`config.mk`:
```
export PLATFORM = sky130hd
export DESIGN_NAME = mem_port_arbiter
export DESIGN_NICKNAME = d
export VERILOG_FILES = /design/src/rtl/mem_port_arbiter.sv
export SDC_FILE = /design/constraint.sdc
export NUM_CORES = 1
export LEC_CHECK = 0
export CORE_MARGIN = 2
export CORE_UTILIZATION = 35
export CTS_BUF_LIST = sky130_fd_sc_hd__clkbuf_4
export CTS_CLUSTER_DIAMETER = 50
export CTS_CLUSTER_SIZE = 12
export DETAILED_ROUTE_END_ITERATION = 16
export HOLD_SLACK_MARGIN = 0.06
export PLACE_DENSITY = 0.62
export SLEW_MARGIN = 25
export SYNTH_ARGS = -nofsm -noshare
export SYNTH_HDL_FRONTEND = slang
export SYNTH_SLANG_ARGS = --single-unit
```
`constraint.sdc`:
```
create_clock -name clk -period 11.81 [get_ports clk]
set_input_delay 2.362 -clock clk [delete_from_list [all_inputs] [get_ports clk]]
set_output_delay 2.362 -clock clk [all_outputs]
set_load 0.01 [all_outputs]
```
`src/rtl/mem_port_arbiter.sv`:
```
// mem_port_arbiter: arbitrates N client channels onto a byte-wide RAM/IO bus
// and serialises byte/half/word transfers little-endian. Reads replay any
// un-captured bytes after an rdy pause, so captured bytes are never re-read.
module mem_port_arbiter #(
   parameter int unsigned N_CH   = 2,
   parameter int unsigned ARB_RR = 1
) (
   input  logic                 clk,
   input  logic                 rst,
   input  logic                 rdy,
   input  logic [N_CH-1:0]      ch_req,
   input  logic [N_CH-1:0]      ch_we,
   input  logic [2*N_CH-1:0]    ch_width,
   input  logic [32*N_CH-1:0]   ch_addr,
   input  logic [32*N_CH-1:0]   ch_wdata,
   output logic [N_CH-1:0]      ch_done,
   output logic [31:0]          ch_rdata,
   output logic [N_CH-1:0]      ch_busy,
   input  logic [7:0]           mem_din,
   output logic [7:0]           mem_dout,
   output logic [31:0]          mem_a,
   output logic                 mem_wr
);

   typedef enum logic [1:0] {S_IDLE, S_RD, S_WR} state_t;

   state_t            state_q, state_d;
   logic [1:0]        owner_q, owner_d;
   logic [1:0]        ptr_q, ptr_d;
   logic [31:0]       base_q, base_d;
   logic [31:0]       wdata_q, wdata_d;
   logic [2:0]        nbytes_q, nbytes_d;
   logic [2:0]        iss_q, iss_d;
   logic [2:0]        cap_q, cap_d;
   logic              vld_q, vld_d;
   logic              pend_q, pend_d;
   logic              replay_q, replay_d;
   logic [31:0]       acc_q, acc_d;
   logic [31:0]       a_q, a_d;
   logic [7:0]        dout_q, dout_d;
   logic              wr_q, wr_d;
   logic [N_CH-1:0]   done_q, done_d;
   logic [N_CH-1:0]   busy_q, busy_d;
   logic [31:0]       rdata_q, rdata_d;

   logic [N_CH-1:0]   cand;
   logic              gnt_vld;
   logic [1:0]        gnt_idx;
   int unsigned       rot;
   logic              sel_we;
   logic [1:0]        sel_w;
   logic [31:0]       sel_addr;
   logic [31:0]       sel_wdata;
   logic [2:0]        sel_n;
   logic [N_CH-1:0]   owner_oh;
   logic [N_CH-1:0]   gnt_oh;
   logic              eff_vld;
   logic [2:0]        eff_iss;
   logic [31:0]       acc_nxt;

   assign ch_done  = done_q;
   assign ch_busy  = busy_q;
   assign ch_rdata = rdata_q;
   assign mem_dout = dout_q;
   assign mem_wr   = wr_q & rdy;
   // On the first rdy-high cycle after a read pause the bus must already show
   // the first un-captured byte, so the replay address bypasses the register.
   assign mem_a    = (state_q == S_RD && replay_q && rdy) ? base_q + 32'(cap_q) : a_q;

   // Pick the winning channel among requesters not completing this cycle
   always_comb begin
      cand    = ch_req & ~done_q;
      gnt_vld = 1'b0;
      gnt_idx = '0;
      rot     = 0;
      for (int unsigned i = 0; i < N_CH; i++) begin
         rot = (ARB_RR != 0) ? (32'(ptr_q) + 32'd1 + i) % N_CH : i;
         for (int unsigned j = 0; j < N_CH; j++) begin
            if (!gnt_vld && j == rot && cand[j]) begin
               gnt_vld = 1'b1;
               gnt_idx = 2'(j);
            end
         end
      end
   end

   // Mux out the winner's request fields and build one-hot channel masks
   always_comb begin
      sel_we    = 1'b0;
      sel_w     = '0;
      sel_addr  = '0;
      sel_wdata = '0;
      owner_oh  = '0;
      gnt_oh    = '0;
      for (int unsigned j = 0; j < N_CH; j++) begin
         owner_oh[j] = (2'(j) == owner_q);
         gnt_oh[j]   = (2'(j) == gnt_idx);
         if (2'(j) == gnt_idx) begin
            sel_we    = ch_we[j];
            sel_w     = ch_width[2*j +: 2];
            sel_addr  = ch_addr[32*j +: 32];
            sel_wdata = ch_wdata[32*j +: 32];
         end
      end
      case (sel_w)
         2'd0:    sel_n = 3'd1;
         2'd1:    sel_n = 3'd2;
         default: sel_n = 3'd4;
      endcase
   end

   // Next-state logic for grant, write serialisation and read issue/capture
   always_comb begin
      state_d  = state_q;
      owner_d  = owner_q;
      ptr_d    = ptr_q;
      base_d   = base_q;
      wdata_d  = wdata_q;
      nbytes_d = nbytes_q;
      iss_d    = iss_q;
      cap_d    = cap_q;
      vld_d    = vld_q;
      pend_d   = pend_q;
      replay_d = replay_q;
      acc_d    = acc_q;
      a_d      = a_q;
      dout_d   = dout_q;
      wr_d     = wr_q;
      done_d   = '0;
      busy_d   = busy_q;
      rdata_d  = rdata_q;
      eff_vld  = replay_q | vld_q;
      eff_iss  = replay_q ? cap_q : iss_q;
      acc_nxt  = acc_q;
      acc_nxt[8*cap_q[1:0] +: 8] = mem_din;

      if (!rdy) begin
         pend_d = 1'b0;
         if (state_q == S_RD) replay_d = 1'b1;
      end else begin
         case (state_q)
            S_IDLE: begin
               pend_d = 1'b0;
               if (gnt_vld) begin
                  owner_d  = gnt_idx;
                  if (ARB_RR != 0) ptr_d = gnt_idx;
                  base_d   = sel_addr;
                  wdata_d  = sel_wdata;
                  nbytes_d = sel_n;
                  iss_d    = '0;
                  cap_d    = '0;
                  acc_d    = '0;
                  replay_d = 1'b0;
                  a_d      = sel_addr;
                  busy_d   = gnt_oh;
                  if (sel_we) begin
                     state_d = S_WR;
                     dout_d  = sel_wdata[7:0];
                     wr_d    = 1'b1;
                     vld_d   = 1'b0;
                  end else begin
                     state_d = S_RD;
                     wr_d    = 1'b0;
                     vld_d   = 1'b1;
                  end
               end
            end
            S_WR: begin
               if (iss_q + 3'd1 < nbytes_q) begin
                  iss_d  = iss_q + 3'd1;
                  a_d    = base_q + 32'(iss_q) + 32'd1;
                  dout_d = wdata_q[8*(iss_q[1:0] + 2'd1) +: 8];
               end else begin
                  wr_d    = 1'b0;
                  state_d = S_IDLE;
                  busy_d  = '0;
                  done_d  = owner_oh;
               end
            end
            S_RD: begin
               replay_d = 1'b0;
               pend_d   = eff_vld;
               if (eff_vld) begin
                  iss_d = eff_iss + 3'd1;
                  if (eff_iss + 3'd1 < nbytes_q) begin
                     a_d   = base_q + 32'(eff_iss) + 32'd1;
                     vld_d = 1'b1;
                  end else begin
                     a_d   = base_q + 32'(eff_iss);
                     vld_d = 1'b0;
                  end
               end
               if (pend_q) begin
                  acc_d = acc_nxt;
                  cap_d = cap_q + 3'd1;
                  if (cap_q + 3'd1 == nbytes_q) begin
                     state_d = S_IDLE;
                     done_d  = owner_oh;
                     busy_d  = '0;
                     rdata_d = acc_nxt;
                     vld_d   = 1'b0;
                     pend_d  = 1'b0;
                  end
               end
            end
            default: state_d = S_IDLE;
         endcase
      end
   end

   // State and output registers with synchronous active-low reset
   always_ff @(posedge clk) begin
      if (!rst) begin
         state_q  <= S_IDLE;
         owner_q  <= '0;
         ptr_q    <= '0;
         base_q   <= '0;
         wdata_q  <= '0;
         nbytes_q <= '0;
         iss_q    <= '0;
         cap_q    <= '0;
         vld_q    <= 1'b0;
         pend_q   <= 1'b0;
         replay_q <= 1'b0;
         acc_q    <= '0;
         a_q      <= '0;
         dout_q   <= '0;
         wr_q     <= 1'b0;
         done_q   <= '0;
         busy_q   <= '0;
         rdata_q  <= '0;
      end else begin
         state_q  <= state_d;
         owner_q  <= owner_d;
         ptr_q    <= ptr_d;
         base_q   <= base_d;
         wdata_q  <= wdata_d;
         nbytes_q <= nbytes_d;
         iss_q    <= iss_d;
         cap_q    <= cap_d;
         vld_q    <= vld_d;
         pend_q   <= pend_d;
         replay_q <= replay_d;
         acc_q    <= acc_d;
         a_q      <= a_d;
         dout_q   <= dout_d;
         wr_q     <= wr_d;
         done_q   <= done_d;
         busy_q   <= busy_d;
         rdata_q  <= rdata_d;
      end
   end

endmodule

```
==> metrics.md <==
| Metric | Value |
|---|---|
| Status | `completed` |
| Wire per inst | `18.3 µm` |
| Tightest Pin Transition | `0.999 ns` |
| CTS H-tree lvls | `4` |
| Post-synthesis sequential area ratio | `30.1%` |
| CP max FO | `between 40 and 50` |
| Top post-synthesis cells by area | `dfxtp_1 (30%), mux2i_1 (8.5%), nand2_1 (6.7%)` |
| Hold_sp | `a_q[28]` |
| VDD IR max | `0.0738 mV` |
| Max-cap violations | `0` |
| Tcrit/Tclk final | `about three fifths` |
| Fraction of the mapped netlist area in compound gates | `about a fifth` |
| WS Path Type | `input pin to output port` |
| WHS Path Cells | `2` |
| Synth Area in XOR/XNOR | `7.32%` |
| Sequential power share | `47.2%` |
| Yosys cell types | `80` |
| # clock sinks | `180` |
| Max Buffers Root-to-Sink | `2` |
| First-pass GRT wire length | `60500 µm` |
| Nets | `1803` |
| DR iter-0 viols | `839` |
| Synth Warn # | `0` |
| Num CTS Buffers | `17` |
| Asr flop ratio synth | `0%` |
| Net Sw Frac | `34.4%` |
| Switching pwr | `between 500 and 600 µW` |
| CTS Hold Bufs | `0` |
| Die height | `189 µm` |
| Post-DP Area | `14400 µm²` |
| Initial antenna violation count | `1` |
| Port Buf Inserts | `223` |
| Worst Path Required | `9.45 ns` |
| Die Span X | `189 µm` |
| Crit path DAT | `4.67 ns` |
| Post-layout min period | `7.03 ns` |
| Max Slew Vio Count | `0` |
| Initial Util | `35.6%` |
| Crit path largest cell delay | `0.69 ns` |
| Total GRT Usage | `21.3%` |
| Drc violations | `0` |
| Layout cells sized above 1 | `5.67%` |
| Power Internal | `977 µW` |
| RSZ-0062 raised after global routing | `no` |
| Gate power share | `a little over a quarter` |
| Io pins | `approximately 220` |
| Multiplexer share of the synthesized area | `between 10% and 20%` |
| Worst Hold End | `a_q[28]` |
| Crit path launch type | `input pin` |
| Post-CTS Setup Inserts | `0` |
| Worst hold path class | `flop to flop` |
| DRT Wirelength | `38300 µm` |
| Clock share of power | `25.9%` |
| Hold Fails Final Rpt | `0` |
| Area of the core | `33600 µm²` |
| CP max-delay cell | `clkdlybuf4s50_1` |
| Core Rows | `67` |
| Pre-antenna DRT Iters | `5` |
| Syn_nets | `roughly 1700` |
| Seq cells post-synth | `180` |
| Via count | `11100` |
| Worst-Skew Late Latency | `0.62 ns` |
| Register-to-register setup slack | `6.65 ns` |
| Number of vias per cell | `5.31` |
| Synth Area in Simple Gates | `22.6%` |
| HPWL Detailed | `27600 µm` |
| Via count of the first global-routing pass | `10900` |
| Global route overflow | `0` |
| CP cell instances | `clkdlybuf4s50_1 > nand3_2 > buf_4 > o21ai_0 > clkdlybuf4s50_1` |
| Combinational family with the most area after synthesis | `simple AND/OR/NAND/NOR gates` |
| Synthesis-to-layout area growth | `23.3%` |
| Dominant cell type by area after synthesis | `dfxtp_1` |
| Worst Setup End Kind | `output port` |
| R2r startpoint | `iss_q[1]` |
| Post-synth top area share | `30.1%` |
| Worst r2r path cells | `11` |
| Mapped cell area | `12000 µm²` |
| Final GP Congestion | `0.880` |
| Avg Cell Area, Syn | `8.03 µm²` |
| Clock root buffer | `clkbuf_4` |
| Fmax | `0.142 GHz` |
| Final Skew | `0.0242 ns` |
| Worst-path clk slew | `0.17 ns` |
| Fin Setup TNS | `0 ns` |
| Pwr/cell area | `slightly above 100 nW/µm²` |
| Most frequent CP cell | `clkdlybuf4s50_1` |
| Die area | `~36000 µm²` |
| Setup Viol. Count Final | `0` |
| Post-synth EDFFs | `0` |
| Leak | `0.00549 µW` |
| Design area | `14800 µm²` |
| Post-Synth Adder-Cell Area | `under 10%` |
| Antenna-violating nets left | `0` |
| Synth Flop Type | `dfxtp_1` |
| Largest net degree at the start of global routing | `roughly 100` |
| Syn Inst Count | `1489` |
| Max_slew headroom | `about a third` |
| Resized Gates After CTS | `0` |
| CTS tree | `built` |
| R2R Path End | `a_q[28]` |
==> logic make-up (layout without fill, tap and decap cells) <==
family          after synthesis  count (layout)
flops                       180             180
buf+inv                     180             332
other cells                   0               1
mux                         118             118
xor+xnor                    100             100
compound gates              344             344
fa+ha+maj                    28              28
simple gates                539             539
==> area by class of cell <==
| class | count | area (µm²) |
|---|---|---|
| antenna | 1 | 2.50 |
| clock buffer | 18 | 135 |
| clock inverter | 14 | 169 |
| fill | 3349 | 18900 |
| inverter | 61 | 229 |
| multi-input combinational | 1129 | 7680 |
| sequential | 180 | 3600 |
| tap | 448 | 561 |
| timing repair buffer | 239 | 2370 |
==> how the worst max path moves through the flow <==
stage | from | to | slack [ns] | cells past startpoint
floorplan | rdy | mem_a[1] | 6.37 | 3
global placement | rdy | mem_a[20] | 4.80 | 5
detailed placement | rdy | mem_a[15] | 4.75 | 5
CTS | rdy | mem_a[15] | 4.76 | 5
global route | rdy | mem_a[1] | 4.58 | 5
finish | rdy | mem_a[15] | 4.78 | 5
==> flip-flops by register name, summed over array words and instances (netlist names) <==
name / flops
ch_busy: 2
state_q: 2
replay_q: 1
ch_rdata: 32
wr_q: 1
a_q: 32
nbytes_q: 3
base_q: 32
mem_dout: 8
iss_q: 3
ch_done: 2
vld_q: 1
wdata_q: 24
pend_q: 1
acc_q: 32
cap_q: 3
ptr_q: 1
==> cells in the mapped netlist (all sizes together), types with 8 or more instances <==
cell type,number
nand3,22
nand4,14
mux2,17
nor2b,86
mux2i,101
nor2,80
nand2,214
o211a,54
buf,30
nor3,20
and2,28
and3,9
inv,59
o21ai,108
a221oi,18
xor2,35
clkbuf,89
a21boi,19
o211ai,10
a21oi,27
o221ai,12
ha,25
nor3b,8
dfxtp,180
a22oi,35
or4,10
xnor2,65
nor4,10
==> worst max-delay path, delay by kind of cell <==
kind | cells | cell delay, ns
AOI/OAI and AO/OA | 1 | 0.23
buffers and inverters | 3 | 1.65
and+or+nand+nor | 1 | 0.39
==> per-layer routing <==
layer | wire, µm | GRT usage [%]
met5 | 0 | 0
met1 | 16800 | 27.3
met4 | 643 | 5.68
met3 | 2150 | 3.69
met2 | 18700 | 36.7
==> power by group through the flow <==
| stage | combinational, µW | clock (µW) | sequential (µW) |
|---|---|---|---|
| 2_1_floorplan | 265 | 0 | 683 |
| 3_3_place_gp | 395 | 0 | 715 |
| 3_5_place_dp | 399 | 0 | 715 |
| 4_1_cts | 401 | 397 | 702 |
| 5_1_grt | 440 | 416 | 710 |
| 6_report | 400 | 385 | 703 |
==> stage by stage <==
step	cells	power, µW	util [%]	hold WS [ns]	setup slack, ns
3_3_place_gp	2056	1110	42.9	0.438	4.80
4_1_cts	2088	1500	43.8	0.464	4.76
5_1_grt	2090	1570	43.9	0.474	4.58
2_1_floorplan	1489	948	-	0.425	6.37
3_5_place_dp	2056	1110	42.9	0.443	4.75
6_report	2090	1490	43.9	0.461	4.78
==> cell usage in the layout (no fill, tap or decap), types with 7 or more instances in the layout <==
cell type / netlist / final
a21boi_0: 18 / 18
a21oi_1: 26 / 26
a221oi_1: 18 / 18
a22oi_1: 35 / 35
and2_1: 27 / 26
and3_1: 9 / 9
buf_4: 4 / 16
clkbuf_4: 0 / 18
clkdlybuf4s50_1: 0 / 222
dfxtp_1: 180 / 180
ha_1: 25 / 25
inv_1: 56 / 56
mux2_2: 17 / 17
mux2i_1: 101 / 101
nand2_1: 214 / 214
nand3_1: 22 / 20
nand4_1: 12 / 12
nor2_1: 79 / 78
nor2b_1: 86 / 86
nor3_1: 20 / 19
nor3b_1: 8 / 8
nor4_1: 9 / 9
o211a_1: 54 / 54
o211ai_1: 10 / 10
o21ai_0: 102 / 102
o221ai_1: 12 / 12
o31ai_1: 7 / 7
or4_1: 10 / 10
xnor2_1: 65 / 65
xor2_1: 35 / 35
Power figures use the tool's default switching activity.
